## src/rtl/fetch_prefetch_queue_if.sv

```systemverilog
// Fetch front-end bundle: redirect input, icache request/response and decode-side handshake.
// The fetch unit takes the master modport; the surrounding core/icache/decode take slave.
interface fetch_prefetch_queue_if #(
   parameter int XLEN = 32,
   parameter int CW   = 3
);
   logic            redirect_valid;
   logic [XLEN-1:0] redirect_pc;
   logic            icache_valid;
   logic [XLEN-1:0] icache_addr;
   logic            icache_ready;
   logic [XLEN-1:0] icache_rdata;
   logic            out_valid;
   logic            out_ready;
   logic [XLEN-1:0] out_ir;
   logic [XLEN-1:0] out_pc;
   logic [CW-1:0]   count;

   modport master (
      input  redirect_valid, redirect_pc, icache_ready, icache_rdata, out_ready,
      output icache_valid, icache_addr, out_valid, out_ir, out_pc, count
   );

   modport slave (
      output redirect_valid, redirect_pc, icache_ready, icache_rdata, out_ready,
      input  icache_valid, icache_addr, out_valid, out_ir, out_pc, count
   );
endinterface

```

## src/rtl/fetch_prefetch_queue.sv

```systemverilog
// Sequential instruction fetcher with one outstanding icache request and a DEPTH-entry
// {instruction, PC} queue towards decode; redirect flushes queued and in-flight words.
module fetch_prefetch_queue #(
   parameter int              XLEN     = 32,
   parameter int              DEPTH    = 4,
   parameter logic [XLEN-1:0] RESET_PC = {XLEN{1'b0}}
) (
   input logic                    clk,
   input logic                    rst_n,
   fetch_prefetch_queue_if.master fq_io
);
   localparam int CW = $clog2(DEPTH + 1);
   localparam int PW = $clog2(DEPTH);
   localparam logic [CW-1:0]   DEPTH_C    = CW'(DEPTH);
   localparam logic [XLEN-1:0] FETCH_STEP = XLEN'(3'd4);

   typedef enum logic [1:0] {
      S_IDLE = 2'd0,
      S_REQ  = 2'd1,
      S_DROP = 2'd2
   } state_e;

   state_e          state_q, state_d;
   logic [XLEN-1:0] fpc_q, fpc_d;
   logic [XLEN-1:0] addr_q, addr_d;
   logic [CW-1:0]   count_q, count_d;
   logic [PW-1:0]   rd_ptr_q, rd_ptr_d;
   logic [PW-1:0]   wr_ptr_q, wr_ptr_d;
   logic [XLEN-1:0] ir_q [DEPTH];
   logic [XLEN-1:0] pc_q [DEPTH];

   logic            push_s;
   logic            pop_s;
   logic            space_s;
   logic [CW-1:0]   count_nxt_s;
   logic [XLEN-1:0] target_s;
   logic [XLEN-1:0] fpc_inc_s;

   // Next-state, pointer and occupancy logic; redirect overrides normal sequencing.
   always_comb begin
      pop_s       = (count_q != {CW{1'b0}}) & fq_io.out_ready;
      push_s      = (state_q == S_REQ) & fq_io.icache_ready & ~fq_io.redirect_valid;
      count_nxt_s = count_q + CW'(push_s) - CW'(pop_s);
      space_s     = (count_nxt_s < DEPTH_C);
      target_s    = {fq_io.redirect_pc[XLEN-1:2], 2'b00};
      fpc_inc_s   = fpc_q + FETCH_STEP;
      state_d     = state_q;
      fpc_d       = fpc_q;
      addr_d      = addr_q;
      count_d     = count_nxt_s;
      rd_ptr_d    = rd_ptr_q + PW'(pop_s);
      wr_ptr_d    = wr_ptr_q + PW'(push_s);
      if (fq_io.redirect_valid) begin
         fpc_d    = target_s;
         count_d  = {CW{1'b0}};
         rd_ptr_d = {PW{1'b0}};
         wr_ptr_d = {PW{1'b0}};
         case (state_q)
            S_IDLE: begin
               state_d = S_REQ;
               addr_d  = target_s;
            end
            S_REQ, S_DROP: begin
               // An unanswered request cannot be withdrawn; its answer is dropped later.
               if (fq_io.icache_ready) begin
                  state_d = S_REQ;
                  addr_d  = target_s;
               end else begin
                  state_d = S_DROP;
               end
            end
            default: state_d = S_IDLE;
         endcase
      end else begin
         case (state_q)
            S_IDLE: begin
               if (space_s) begin
                  state_d = S_REQ;
                  addr_d  = fpc_q;
               end else begin
                  state_d = S_IDLE;
               end
            end
            S_REQ: begin
               if (fq_io.icache_ready) begin
                  fpc_d = fpc_inc_s;
                  if (space_s) begin
                     addr_d = fpc_inc_s;
                  end else begin
                     state_d = S_IDLE;
                  end
               end else begin
                  state_d = S_REQ;
               end
            end
            S_DROP: begin
               if (fq_io.icache_ready) begin
                  if (space_s) begin
                     state_d = S_REQ;
                     addr_d  = fpc_q;
                  end else begin
                     state_d = S_IDLE;
                  end
               end else begin
                  state_d = S_DROP;
               end
            end
            default: state_d = S_IDLE;
         endcase
      end
   end

   // Control state registers.
   always_ff @(posedge clk) begin
      if (!rst_n) begin
         state_q  <= S_IDLE;
         fpc_q    <= RESET_PC;
         addr_q   <= {XLEN{1'b0}};
         count_q  <= {CW{1'b0}};
         rd_ptr_q <= {PW{1'b0}};
         wr_ptr_q <= {PW{1'b0}};
      end else begin
         state_q  <= state_d;
         fpc_q    <= fpc_d;
         addr_q   <= addr_d;
         count_q  <= count_d;
         rd_ptr_q <= rd_ptr_d;
         wr_ptr_q <= wr_ptr_d;
      end
   end

   // Queue storage; the pushed PC is the address the icache answered for.
   always_ff @(posedge clk) begin
      if (!rst_n) begin
         for (int i = 0; i < DEPTH; i++) begin
            ir_q[i] <= {XLEN{1'b0}};
            pc_q[i] <= {XLEN{1'b0}};
         end
      end else if (push_s) begin
         ir_q[wr_ptr_q] <= fq_io.icache_rdata;
         pc_q[wr_ptr_q] <= addr_q;
      end else begin
         ir_q[wr_ptr_q] <= ir_q[wr_ptr_q];
      end
   end

   assign fq_io.icache_valid = (state_q != S_IDLE);
   assign fq_io.icache_addr  = addr_q;
   assign fq_io.out_valid    = (count_q != {CW{1'b0}});
   assign fq_io.out_ir       = ir_q[rd_ptr_q];
   assign fq_io.out_pc       = pc_q[rd_ptr_q];
   assign fq_io.count        = count_q;
endmodule
```

## src/flat_wrapper.sv

```systemverilog
// flat-port wrapper written by rule: the top's interface ports become plain ports
module fetch_prefetch_queue_flat 
#(
   parameter int              XLEN     = 32,
   parameter int              DEPTH    = 4,
   parameter logic [XLEN-1:0] RESET_PC = {XLEN{1'b0}}
)
  (clk, rst_n, fq_io_redirect_valid, fq_io_redirect_pc, fq_io_icache_ready, fq_io_icache_rdata, fq_io_out_ready, fq_io_icache_valid, fq_io_icache_addr, fq_io_out_valid, fq_io_out_ir, fq_io_out_pc, fq_io_count);
  fetch_prefetch_queue_if #(.XLEN(XLEN)) fq_io_i ();
  input logic clk;
  input logic rst_n;
  input wire logic [$bits(fq_io_i.redirect_valid)-1:0] fq_io_redirect_valid;
  input wire logic [$bits(fq_io_i.redirect_pc)-1:0] fq_io_redirect_pc;
  input wire logic [$bits(fq_io_i.icache_ready)-1:0] fq_io_icache_ready;
  input wire logic [$bits(fq_io_i.icache_rdata)-1:0] fq_io_icache_rdata;
  input wire logic [$bits(fq_io_i.out_ready)-1:0] fq_io_out_ready;
  output wire logic [$bits(fq_io_i.icache_valid)-1:0] fq_io_icache_valid;
  output wire logic [$bits(fq_io_i.icache_addr)-1:0] fq_io_icache_addr;
  output wire logic [$bits(fq_io_i.out_valid)-1:0] fq_io_out_valid;
  output wire logic [$bits(fq_io_i.out_ir)-1:0] fq_io_out_ir;
  output wire logic [$bits(fq_io_i.out_pc)-1:0] fq_io_out_pc;
  output wire logic [$bits(fq_io_i.count)-1:0] fq_io_count;
  assign fq_io_i.redirect_valid = fq_io_redirect_valid;
  assign fq_io_i.redirect_pc = fq_io_redirect_pc;
  assign fq_io_i.icache_ready = fq_io_icache_ready;
  assign fq_io_i.icache_rdata = fq_io_icache_rdata;
  assign fq_io_i.out_ready = fq_io_out_ready;
  assign fq_io_icache_valid = fq_io_i.icache_valid;
  assign fq_io_icache_addr = fq_io_i.icache_addr;
  assign fq_io_out_valid = fq_io_i.out_valid;
  assign fq_io_out_ir = fq_io_i.out_ir;
  assign fq_io_out_pc = fq_io_i.out_pc;
  assign fq_io_count = fq_io_i.count;
  fetch_prefetch_queue #(.XLEN(XLEN), .DEPTH(DEPTH), .RESET_PC(RESET_PC)) u_core (.clk(clk), .rst_n(rst_n), .fq_io(fq_io_i));
endmodule
```

## config.mk

```make
export PLATFORM = sky130hd
export DESIGN_NAME = fetch_prefetch_queue_flat
export DESIGN_NICKNAME = d
export VERILOG_FILES = /design/src/rtl/fetch_prefetch_queue_if.sv /design/src/rtl/fetch_prefetch_queue.sv /design/src/flat_wrapper.sv
export SDC_FILE = /design/constraint.sdc
export NUM_CORES = 1
export LEC_CHECK = 0
export CORE_MARGIN = 2
export CORE_UTILIZATION = 30
export CTS_CLUSTER_SIZE = 12
export DETAILED_ROUTE_END_ITERATION = 16
export GPL_ROUTABILITY_DRIVEN = 0
export PLACE_DENSITY = 0.55
export SETUP_SLACK_MARGIN = 0.02
export SLEW_MARGIN = 20
export SYNTH_ARGS = -nofsm -noshare
export SYNTH_HDL_FRONTEND = slang
export SYNTH_SLANG_ARGS = --single-unit
```

## constraint.sdc

```tcl
create_clock -name clk -period 4.3 [get_ports clk]
set_clock_uncertainty 0.2 [all_clocks]
set_input_delay 1.29 -clock clk [delete_from_list [all_inputs] [get_ports clk]]
set_output_delay 1.29 -clock clk [all_outputs]
set_load 0.005 [all_outputs]
```

### Yosys cells after proc, flatten, opt, wreduce, memory -nomap -nowiden

Memory sizes are Yosys's and may differ from the RTL's. A register that Yosys moved wholly into a read port is not among the register bits.
Index checks and enable logic that the tools add are counted.

* equal/unequal tests: 9
* $add $sub $neg: 5
* muxes and demuxes: 35
* $lt $le $gt $ge: 1
* bitwise gates (word level): 6
* reductions and logical operators: 14

Operator list (number)
* 2-to-1 mux 32 bit: 12
* one-hot mux 32 bit (3 select lines): 1
* one-hot mux 32 bit (2 select lines): 1
* OR reduction 32 bit: 2
* adder 32 x 3 -> 32 bit, second input constant: 1
* 2-to-1 mux 2 bit: 9
* 2-to-1 mux 1 bit: 10
* != test 3 bit, second input constant: 3
* one-hot mux 2 bit (3 select lines): 1
* AND reduction 2 bit: 3
* AND reduction 6 bit: 1
* nonzero test 2 bit: 3
* adder 2 x 1 -> 2 bit: 2
* != test 4 bit, second input constant: 1
* one-hot mux 2 bit (2 select lines): 1
* nonzero test 4 bit: 1
* OR reduction 2 bit: 2
* adder 3 x 1 -> 3 bit: 1
* AND 1 bit: 3
* < comparator 3 bit, second input constant: 1
* != test 3 x 1 -> 1 bit, second input constant: 1
* != test 3 x 2 -> 1 bit, second input constant: 1
* nonzero test 3 bit: 1
* subtractor 3 x 1 -> 3 bit: 1
* 6 further kinds: 7

* logic and storage cells: 79
* register bits: 73
* memories: 2
* RAM bits: 256

Memories
* u_core.ir_q: words 4, width 32, read ports 1, clocked after memory_dff 1, wr ports 4, RTL line fetch_prefetch_queue.sv:29 `logic [XLEN-1:0] ir_q [DEPTH];`
* u_core.pc_q: words 4, width 32, read ports 1, clocked after memory_dff 1, wr ports 4, RTL line fetch_prefetch_queue.sv:30 `logic [XLEN-1:0] pc_q [DEPTH];`

### Logic depth before layout (Yosys ltp)

Gate-level depths: netlist of the first run.

* word-level depth: 10
* mapped depth: 14
* gate-level depth less buffers: 11

### Least setup slack after synthesis of the first run

OpenSTA, ideal clock, no wires.

* path type: in2reg
* start point: in rst_n
* end point: mem u_core.ir_q[1][0], enable pin
* required time: 3670 ps
* path slack: -119 ps
* stages: 6
* path buffers: 1
* arrival: 3789 ps
* path through: buf_2 > inv_2 > nor2_2 > nand2_1 > nor3b_2 > nand2b_1

RTL lines
* from (decl): RTL line flat_wrapper.sv:11 `input logic rst_n;`
* to (decl): RTL line fetch_prefetch_queue.sv:29

==> flow_summary.json, run 1 <==
{
  "vias_per_cell": 4.910,
  "htreeDepth": 2,
  "antenna_found_initial": 1,
  "comb_power_share_pct": 12.9,
  "rr_endpoint": "u_core.fq_io.icache_addr[17]",
  "synth-seq-cells": 317,
  "hp-start": "u_core.fq_io.icache_addr[7]",
  "start_kind": "flip-flop",
  "synth_edf_count": 248,
  "endpoint_kind": "primary output",
  "path_max_fanout": 17,
  "timing.rr.start": "u_core.fq_io.count[1]",
  "synth.distinct_cells": 68,
  "rsz0062_at_grt": "no",
  "fmax_ghz": 0.2465,
  "chipHeight_um": 227.2,
  "wl_per_cell_um": 20.80,
  "hp-class": "flip-flop to flip-flop",
  "ant_nets": 0,
  "layout-drive-gt1-share_pct": 13.37,
  "seqPwrFrac_pct": 48.3,
  "finalSetupTns_ns": 0,
  "synth_area_per_cell_sq_um": 13.09,
  "cp-startpoint": "u_core.rd_ptr_q[0]",
  "placementRows": 81,
  "grt_usage_pct": 15.95,
  "ir_drop_mv": 0.1815,
  "antennaDiodeCount": 0,
  "grt_pass1_vias": 9922,
  "synth-main-ff-cell": "edfxtp_1",
  "async_reset_ff_share_pct": 0,
  "layout_commonest_cell": "edfxtp_1",
  "syn_inst": 1142,
  "p_switching_mw": 1.895,
  "grt_pass1_wl_um": 61780,
  "grt_max_degree": 63,
  "clkTransAtPathRegs_ns": 0.06,
  "swShare_pct": 25.01,
  "crit_type": "flip-flop to primary output",
  "r2r_slack_ns": 0.96,
  "clock_latency_ns": 0.52,
  "postCtsSetupBuffers": 0,
  "vias": 9722,
  "overflow": 0,
  "netlist_area_sq_mm": 0.01495,
  "drc_errors": 0,
  "yosysTopAreaCell": "edfxtp_1",
  "portBuffers": 163,
  "tightest_slew_ns": 0.8446,
  "setup_viol": 0,
  "worstRegToRegCells": 12,
  "p_leak_nw": 6.742,
  "cts-resized-gates": 0,
  "seq_area_frac_synth_pct": 59.05,
  "p_int_mw": 5.680,
  "cts_tree": "yes",
  "postLayoutCoreUtil_pct": 37.90,
  "synth_top_area_share_pct": 49.81,
  "yosys-top-cells-area": "edfxtp_1 50%, mux4_2 9.3%, dfxtp_1 9.2%",
  "drt-initial-drc-count": 758,
  "pwr-share-clk_pct": 38.8,
  "status": "finished, final reports clean",
  "start_util_pct": 30.48,
  "maxSlewViolCount": 0,
  "cts_buffers": 36,
  "cts.sinks": 317,
  "clock_path_buffers": 3,
  "ios": 170,
  "final_nets": 1369,
  "die_area_sq_mm": 0.05164,
  "finalHoldViolCount": 0,
  "crit_required_ns": 2.81,
  "die_w_um": 227.2,
  "max_slew_margin_pct": 43.69,
  "period_share_pct": 94.35,
  "period_minus_slack_ns": 4.057,
  "power_density_mw_per_mm2": 407.4,
  "core_sq_mm": 0.04905,
  "drv_cap": 0,
  "dr.pass1.iters": 5,
  "syn_to_final_growth_pct": 24.35,
  "routed_wl_um": 41180,
  "cts_hold_buf": 0,
  "worstSetupEndpoint": "fq_io_out_ir[4]",
  "worstPathArrival_ns": 2.57,
  "layout_common_cells": "248 x edfxtp_1, 189 x and2_1, 161 x clkdlybuf4s50_1",
  "hpwlAfterDp_um": 25860,
  "cts_root_buf": "clkbuf_16",
  "yosysWarnings": 0
}
sequential cells by signal, summed over array words and instances (netlist names):
name                      cells
u_core.pc_q                 120
u_core.fpc_q                 30
u_core.wr_ptr_q               2
u_core.rd_ptr_q               2
u_core.fq_io.icache_addr     30
u_core.ir_q                 128
u_core.fq_io.count            3
u_core.state_q                2
stage by stage:
stage | std cells | power, mW | instance area [sq um] | worst slack [ns] | hold slack [ns]
after detailed placement | 1916 | 4.712 | 17490 | 0.04946 | 0.3032
after global placement | 1916 | 4.700 | 17490 | 0.07176 | 0.2854
after CTS | 1980 | 7.668 | 18590 | 0.1775 | 0.3121
final | 1980 | 7.575 | 18590 | 0.2428 | 0.3148
after floorplan | 1145 | 4.126 | 14970 | 0.1825 | 0.2647
after global routing | 1980 | 7.863 | 18590 | 0.08862 | 0.3714
layer usage:
metal  track usage (%)  part of all wire, %  vias up
met3             3.072                  5.2       46
met5                 0                    0        -
met4             3.669                  1.6        0
met1             21.59                   45     4919
met2             26.48                   48      237
li1                  -                    -     4520
cell usage after synthesis, types with 6 or more instances:
cell,count
a21oi_1,37
a41oi_1,6
and2_1,190
and3_1,73
buf_2,18
buf_4,9
clkbuf_1,54
dfxtp_1,69
edfxtp_1,248
ha_1,9
inv_1,12
mux4_2,62
nand2_1,58
nand2b_1,17
nand3_1,27
nand4_1,20
nor2_1,23
nor2b_1,7
nor3_1,13
nor4_1,6
o211ai_1,7
o21ai_0,39
or3_1,7
xnor2_1,25
xor2_1,22
final cells by class:
| class | count | area, sq um |
|---|---|---|
| Multi-Input combinational cell | 722 | 5695 |
| Inverter | 13 | 48.80 |
| Clock buffer | 49 | 980.9 |
| Sequential cell | 317 | 8836 |
| Clock inverter | 15 | 126.4 |
| Fill cell | 4762 | 30460 |
| Tap cell | 664 | 830.8 |
| Timing Repair Buffer | 200 | 2074 |
worst max-delay path: stages, from the launching register on:
cell and delay [ns]:
dfxtp_4 0.59, buf_4 0.41, mux4_2 0.56, clkdlybuf4s50_1 0.47
worst min path at each step:
stage,cells past startpoint,to
finish,2,u_core.fq_io.icache_addr[7]
floorplan,2,u_core.state_q[1]
global route,2,u_core.fq_io.icache_addr[3]
global placement,2,u_core.state_q[1]
detailed placement,2,u_core.state_q[1]
CTS,2,u_core.state_q[1]
power groups by stage:
stage               registers, mW  logic (mW)  clock network [mW]
floorplan                    3.65       0.480                   0
global placement             3.72       0.983                   0
detailed placement           3.73       0.985                   0
CTS                          3.66       0.991                3.01
global route                 3.69        1.06                3.12
finish                       3.66       0.977                2.94
cells by family after synthesis:
logic type / synth area share, %
buffers and inverters: 3.305
other: 0.02508
AND/OR/NAND/NOR: 18.97
XOR/XNOR: 2.912
multiplexers: 9.615
flip-flops: 59.05
AO/OA/AOI/OAI: 5.239
adder cells (fa/ha/maj): 0.8870
Power figures use the tool's default switching activity.
==> inputs of run 2 (changes only) <==
--- a/config.mk
+++ b/config.mk
@@ -10,7 +10,8 @@
 export CTS_CLUSTER_SIZE = 12
 export DETAILED_ROUTE_END_ITERATION = 16
 export GPL_ROUTABILITY_DRIVEN = 0
-export PLACE_DENSITY = 0.55
+export PLACE_DENSITY = 0.47
+export RECOVER_POWER = 50
 export SETUP_SLACK_MARGIN = 0.02
 export SLEW_MARGIN = 20
 export SYNTH_ARGS = -nofsm -noshare
==> run 2 against run 1 <==
Effect of this change:
- clock-buffer cell count grew 1
- first-iteration DRC count is 11% lower
- sequential share of layout area about the same
- final cell count increased by 0.30%
- flip-flop and latch count unchanged
- critical path type unchanged
- critical endpoint is now fq_io_out_ir[12]
==> flow_summary.json, run 2 (synthesis results as in run 1) <==
{
  "grt_usage_pct": 16.82,
  "p_switching_mw": 1.967,
  "die_w_um": 227.2,
  "cts-resized-gates": 0,
  "routed_wl_um": 42630,
  "drv_cap": 0,
  "layout_commonest_cell": "edfxtp_1",
  "worstPathCellList": "buf_4, mux4_2, clkdlybuf4s50_1",
  "syn_to_final_growth_pct": 24.31,
  "dr.pass1.iters": 5,
  "ios": 170,
  "path_buf_inv": 2,
  "power_density_mw_per_mm2": 422.7,
  "fillers": 4775,
  "rsz0062_at_grt": "no",
  "finalInstanceArea_sq_mm": 0.01859,
  "crit_required_ns": 2.81,
  "final_nets": 1373,
  "timing.rr.start": "u_core.fq_io.count[2]",
  "crit_type": "flip-flop to primary output",
  "wl_per_cell_um": 21.47,
  "clock_latency_ns": 0.55,
  "min_path_cells": 2,
  "worstSetupPathDepth": 3,
  "regArea_sq_mm": 0.008836,
  "period_minus_slack_ns": 3.999,
  "chipHeight_um": 227.2,
  "layout_common_cells": "248 x edfxtp_1, 147 x and2_1, 144 x clkdlybuf4s50_1",
  "seqPwrFrac_pct": 46.6,
  "finalHoldViolCount": 0,
  "comb_power_share_pct": 12.2,
  "grt_max_degree": 63,
  "crit_slowest_cell": "dfxtp_4",
  "ant_nets": 0,
  "rr_endpoint": "u_core.fq_io.icache_addr[15]",
  "layout-drive-gt1-share_pct": 13.46,
  "cpLargestDelayFamily": "buffers and inverters",
  "vias": 9639,
  "largest_register_ffs": 128,
  "portBuffers": 163,
  "grt_pass1_wl_um": 64170,
  "period_share_pct": 93.01,
  "clkTransAtPathRegs_ns": 0.06,
  "max_slew_margin_pct": 10.75,
  "clock_path_buffers": 3,
  "pwr-share-clk_pct": 41.2,
  "start_util_pct": 30.48,
  "cts_hold_buf": 0,
  "drc_errors": 0,
  "cts_root_buf": "clkbuf_16",
  "placementRows": 81,
  "fmax_ghz": 0.2500,
  "antennaDiodeCount": 0,
  "place_inst": 1918,
  "finalSetupTns_ns": 0,
  "place_area_sq_mm": 0.01748,
  "worst_slack_ns": 0.3008,
  "p_int_mw": 5.889,
  "antenna_found_initial": 0,
  "worstRegToRegCells": 12,
  "cts_buffers": 38,
  "postCtsSetupBuffers": 0,
  "cts_tree": "yes",
  "tightest_slew_ns": 1.339,
  "start_kind": "flip-flop",
  "top_register": "u_core.ir_q",
  "swShare_pct": 25.04,
  "vias_per_cell": 4.853,
  "stdcell_count": 1986,
  "p_leak_nw": 6.766,
  "multiInputGateArea_sq_mm": 0.005642,
  "ir_drop_mv": 0.2140,
  "path_max_fanout": 17,
  "setup_viol": 0,
  "worstPathArrival_ns": 2.51,
  "r2r_slack_ns": 0.85,
  "maxSlewViolCount": 0,
  "hold_path_end": "u_core.state_q[1]",
  "reg_top3": "u_core.ir_q x128, u_core.pc_q x120",
  "grt_pass1_vias": 10076,
  "drt-initial-drc-count": 676,
  "finalPower_mw": 7.856,
  "critPathMaxStageDelay_ns": 0.60,
  "die_area_sq_mm": 0.05164,
  "overflow": 0,
  "endpoint_kind": "primary output",
  "pre_cts_slack_ns": -0.03221,
  "hp-class": "flip-flop to flip-flop",
  "hpwlAfterDp_um": 25710,
  "htreeDepth": 2,
  "cts.sinks": 317,
  "core_sq_mm": 0.04905,
  "status": "finished, final reports clean",
  "hp-start": "u_core.state_q[1]"
}
-- run 2: changes by cell type in the layout (fill, tap and decap cells not counted), sizes merged --
cell / delta
bufinv: +1
clkinvlp: -1
dlygate4sd3: +17
buf: -9
clkdlybuf4s50: -17
clkbuf: +12
inv: -2
clkinv: +5
-- run 2: power groups by stage --
stage	combinational (mW)	clock, mW	sequential [mW]
final	0.960	3.24	3.66
after global routing	1.05	3.44	3.69
after CTS	1.00	3.33	3.66
after detailed placement	0.996	0	3.73
after global placement	0.995	0	3.73
after floorplan	0.480	0	3.65
-- run 2: worst max-delay path by stage --
stage,start,endpoint,slack (ns)
2_1_floorplan,fq_io_redirect_valid,u_core.ir_q[3][0],0.18
3_3_place_gp,fq_io_out_ready,u_core.fq_io.icache_addr[15],-0.05
3_5_place_dp,fq_io_out_ready,u_core.fq_io.icache_addr[15],-0.03
4_1_cts,u_core.rd_ptr_q[0],fq_io_out_pc[23],0.19
5_1_grt,rst_n,u_core.pc_q[3][18],0.08
6_report,u_core.rd_ptr_q[0],fq_io_out_ir[12],0.30
-- run 2: per-stage QoR --
| stage | utilization (%) | hold WS, ns |
|---|---|---|
| finish | 37.89 | 0.3003 |
| global route | 37.89 | 0.3260 |
| CTS | 38.16 | 0.3025 |
| detailed placement | 35.63 | 0.2946 |
| global placement | 35.63 | 0.2876 |
| floorplan | - | 0.2647 |
-- run 2: routing by layer --
metal	global-route usage [%]	vias to the layer above	wire, um
met4	4.617	0	706
met2	27.93	207	20470
met5	0	-	0
li1	-	4534	-
met3	2.594	47	1827
met1	22.87	4851	19640
-- run 2: cell type report --
class,count,area share [%]
multi-input cells,722,30.35
repair buffers,202,10.71
well taps,664,4.470
clock buffers,50,5.810
flip-flops and latches,317,47.54
inverters,13,0.2625
clock inverters,18,0.8549
-- run 2: worst reg2reg max path: cells and delay by family (launching register included) --
kind,cells,cell delay [ns]
buffers and inverters,2,0.26
xor gates and xnor gates,1,0.33
DFF,1,0.37
and+or+nand+nor,5,1.04
adders and majority gates,3,0.90
AOI/OAI and AO/OA,1,0.25
==> inputs of run 3 (changes only) <==
--- a/config.mk
+++ b/config.mk
@@ -10,7 +10,7 @@
 export CTS_CLUSTER_SIZE = 12
 export DETAILED_ROUTE_END_ITERATION = 16
 export GPL_ROUTABILITY_DRIVEN = 0
-export PLACE_DENSITY = 0.47
+export PLACE_DENSITY = 0.45
 export RECOVER_POWER = 50
 export SETUP_SLACK_MARGIN = 0.02
 export SLEW_MARGIN = 20
==> constraint.sdc (replaced) <==
create_clock -name clk -period 4.84 [get_ports clk]
set_clock_uncertainty 0.2 [all_clocks]
set_input_delay 1.452 -clock clk [delete_from_list [all_inputs] [get_ports clk]]
set_output_delay 1.452 -clock clk [all_outputs]
set_load 0.05 [all_outputs]
==> run 3 against run 2 <==
Effect of this change:
- register-to-register slack better by 0.17 ns
- the run now ends with capacitance limit, slew limit left
- sequential share of layout area up 0.21 points
- worst setup slack worse by 0.0062 ns
- clock power down 15%
- critical endpoint is now u_core.ir_q[3][1]
==> flow_summary.json, run 3 (synthesis results as in run 1) <==
{
  "grt_usage_pct": 17.12,
  "crit_required_ns": 5.03,
  "cts_buffers": 39,
  "setup_viol": 0,
  "endpoint_kind": "flip-flop",
  "clkTransAtPathRegs_ns": 0.06,
  "rsz0062_at_grt": "no",
  "crit_slowest_cell": "clkbuf_1",
  "crit_type": "input port to flip-flop",
  "vias_per_cell": 4.838,
  "path_max_fanout": 39,
  "core_sq_mm": 0.04905,
  "placementRows": 81,
  "period_share_pct": 93.91,
  "syn_to_final_growth_pct": 23.76,
  "layout_common_cells": "248 x edfxtp_1, 189 x and2_1, 153 x clkdlybuf4s50_1",
  "critPathMaxStageDelay_ns": 1.26,
  "cts_root_buf": "clkbuf_16",
  "finalHoldViolCount": 0,
  "wl_per_cell_um": 21.66,
  "met1_length_um": 19630,
  "route.met3.wl_um": 1975,
  "start_util_pct": 30.48,
  "top_layer_used": "met4",
  "cts_tree": "yes",
  "overflow": 0,
  "chipHeight_um": 227.2,
  "grt_max_degree": 63,
  "dr.pass1.iters": 5,
  "clock_latency_ns": 0.54,
  "worstPathCellList": "dlygate4sd3_1, and2_0, clkbuf_1, clkbuf_4, and3_1",
  "postLayoutCoreUtil_pct": 37.72,
  "tightest_slew_ns": 1.702,
  "fmax_ghz": 0.2200,
  "die_area_sq_mm": 0.05164,
  "ant_nets": 0,
  "status": "finished, violations left",
  "p_leak_nw": 6.732,
  "cts_hold_buf": 0,
  "vias": 9609,
  "htreeDepth": 2,
  "worst_slack_ns": 0.2946,
  "power_density_mw_per_mm2": 386.5,
  "finalSetupTns_ns": 0,
  "grt_pass1_vias": 10184,
  "drc_errors": 0,
  "top_register": "u_core.ir_q",
  "pre_cts_slack_ns": 0.4571,
  "whs_ns": 0.3165,
  "drv_cap": 4,
  "grt_pass1_wl_um": 65490,
  "start_kind": "input port",
  "portBuffers": 163,
  "period_minus_slack_ns": 4.545,
  "layout-drive-gt1-share_pct": 12.11,
  "largest_register_ffs": 128,
  "postCtsSetupBuffers": 0,
  "failed_checks": "capacitance limit, slew limit",
  "antenna_found_initial": 0,
  "fillers": 4761,
  "ios": 170,
  "drt-initial-drc-count": 610,
  "reg_top3": "u_core.ir_q x128, u_core.pc_q x120",
  "hp-class": "flip-flop to flip-flop",
  "routed_wl_um": 43020,
  "final_nets": 1373,
  "hpwlAfterDp_um": 26560,
  "layout_commonest_cell": "edfxtp_1",
  "cts.sinks": 317,
  "wl_met2_um": 20630,
  "clock_path_buffers": 3,
  "max_slew_margin_pct": -13.50,
  "worstPathArrival_ns": 4.74,
  "maxSlewViolCount": 177,
  "die_w_um": 227.2,
  "cts-resized-gates": 0,
  "ir_drop_mv": 0.2028
}
[run 3: changes by cell type in the layout (fill, tap and decap cells not counted), moves of 9 or more]
cell	delta
clkbuf_1	+11
dlygate4sd3_1	-9
and2_0	-42
and2_1	+42
clkinv_2	-10
clkdlybuf4s50_1	+9
[run 3: where the power goes]
| group | internal (mW) | switching, mW | total, mW |
|---|---|---|---|
| sequential | 3.10 | 0.153 | 3.25 |
| combinational | 0.397 | 0.765 | 1.16 |
| clock | 1.62 | 1.12 | 2.74 |
| total | 5.12 | 2.03 | 7.15 |
[run 3: critical path: cells and delay by family]
kind,cells,cell delay (ns)
buffers and inverters,3,2.74
and+or+nand+nor,2,0.52
[run 3: final cells by class]
class	instances	area, sq um	share of cell area (%)
sequential	317	8836	47.75
multi-input combinational	722	5642	30.49
timing repair buffer	201	1971	10.65
clock buffer	57	1106	5.977
tap	664	830.8	4.490
clock inverter	11	67.56	0.3651
inverter	13	48.80	0.2637
antenna	1	2.502	0.01352
[run 3: path summary, 6_finish.rpt]
path | from | end | slack, ns | cells after the start
worst max-delay path | fq_io_icache_ready | u_core.ir_q[3][1] | 0.29 | 5
worst min-delay path | u_core.fq_io.icache_addr[3] | u_core.fq_io.icache_addr[3] | 0.32 | 2
worst max register to register | u_core.state_q[1] | u_core.ir_q[3][1] | 1.02 | 7
worst min register to register | u_core.fq_io.icache_addr[3] | u_core.fq_io.icache_addr[3] | 0.32 | 2
[run 3: stage by stage]
| step | power (mW) | cell area (sq um) | std cells |
|---|---|---|---|
| after floorplan | 3.988 | 14960 | 1145 |
| after global placement | 4.494 | 17430 | 1917 |
| after detailed placement | 4.503 | 17430 | 1917 |
| after CTS | 7.282 | 18600 | 1985 |
| after global routing | 7.466 | 18500 | 1985 |
| final | 7.152 | 18500 | 1986 |
[run 3: layer usage]
metal	up-vias	global-route usage, %
met5	-	0
met4	0	3.900
met3	55	3.201
met2	211	28.36
met1	4798	23.29
li1	4545	-
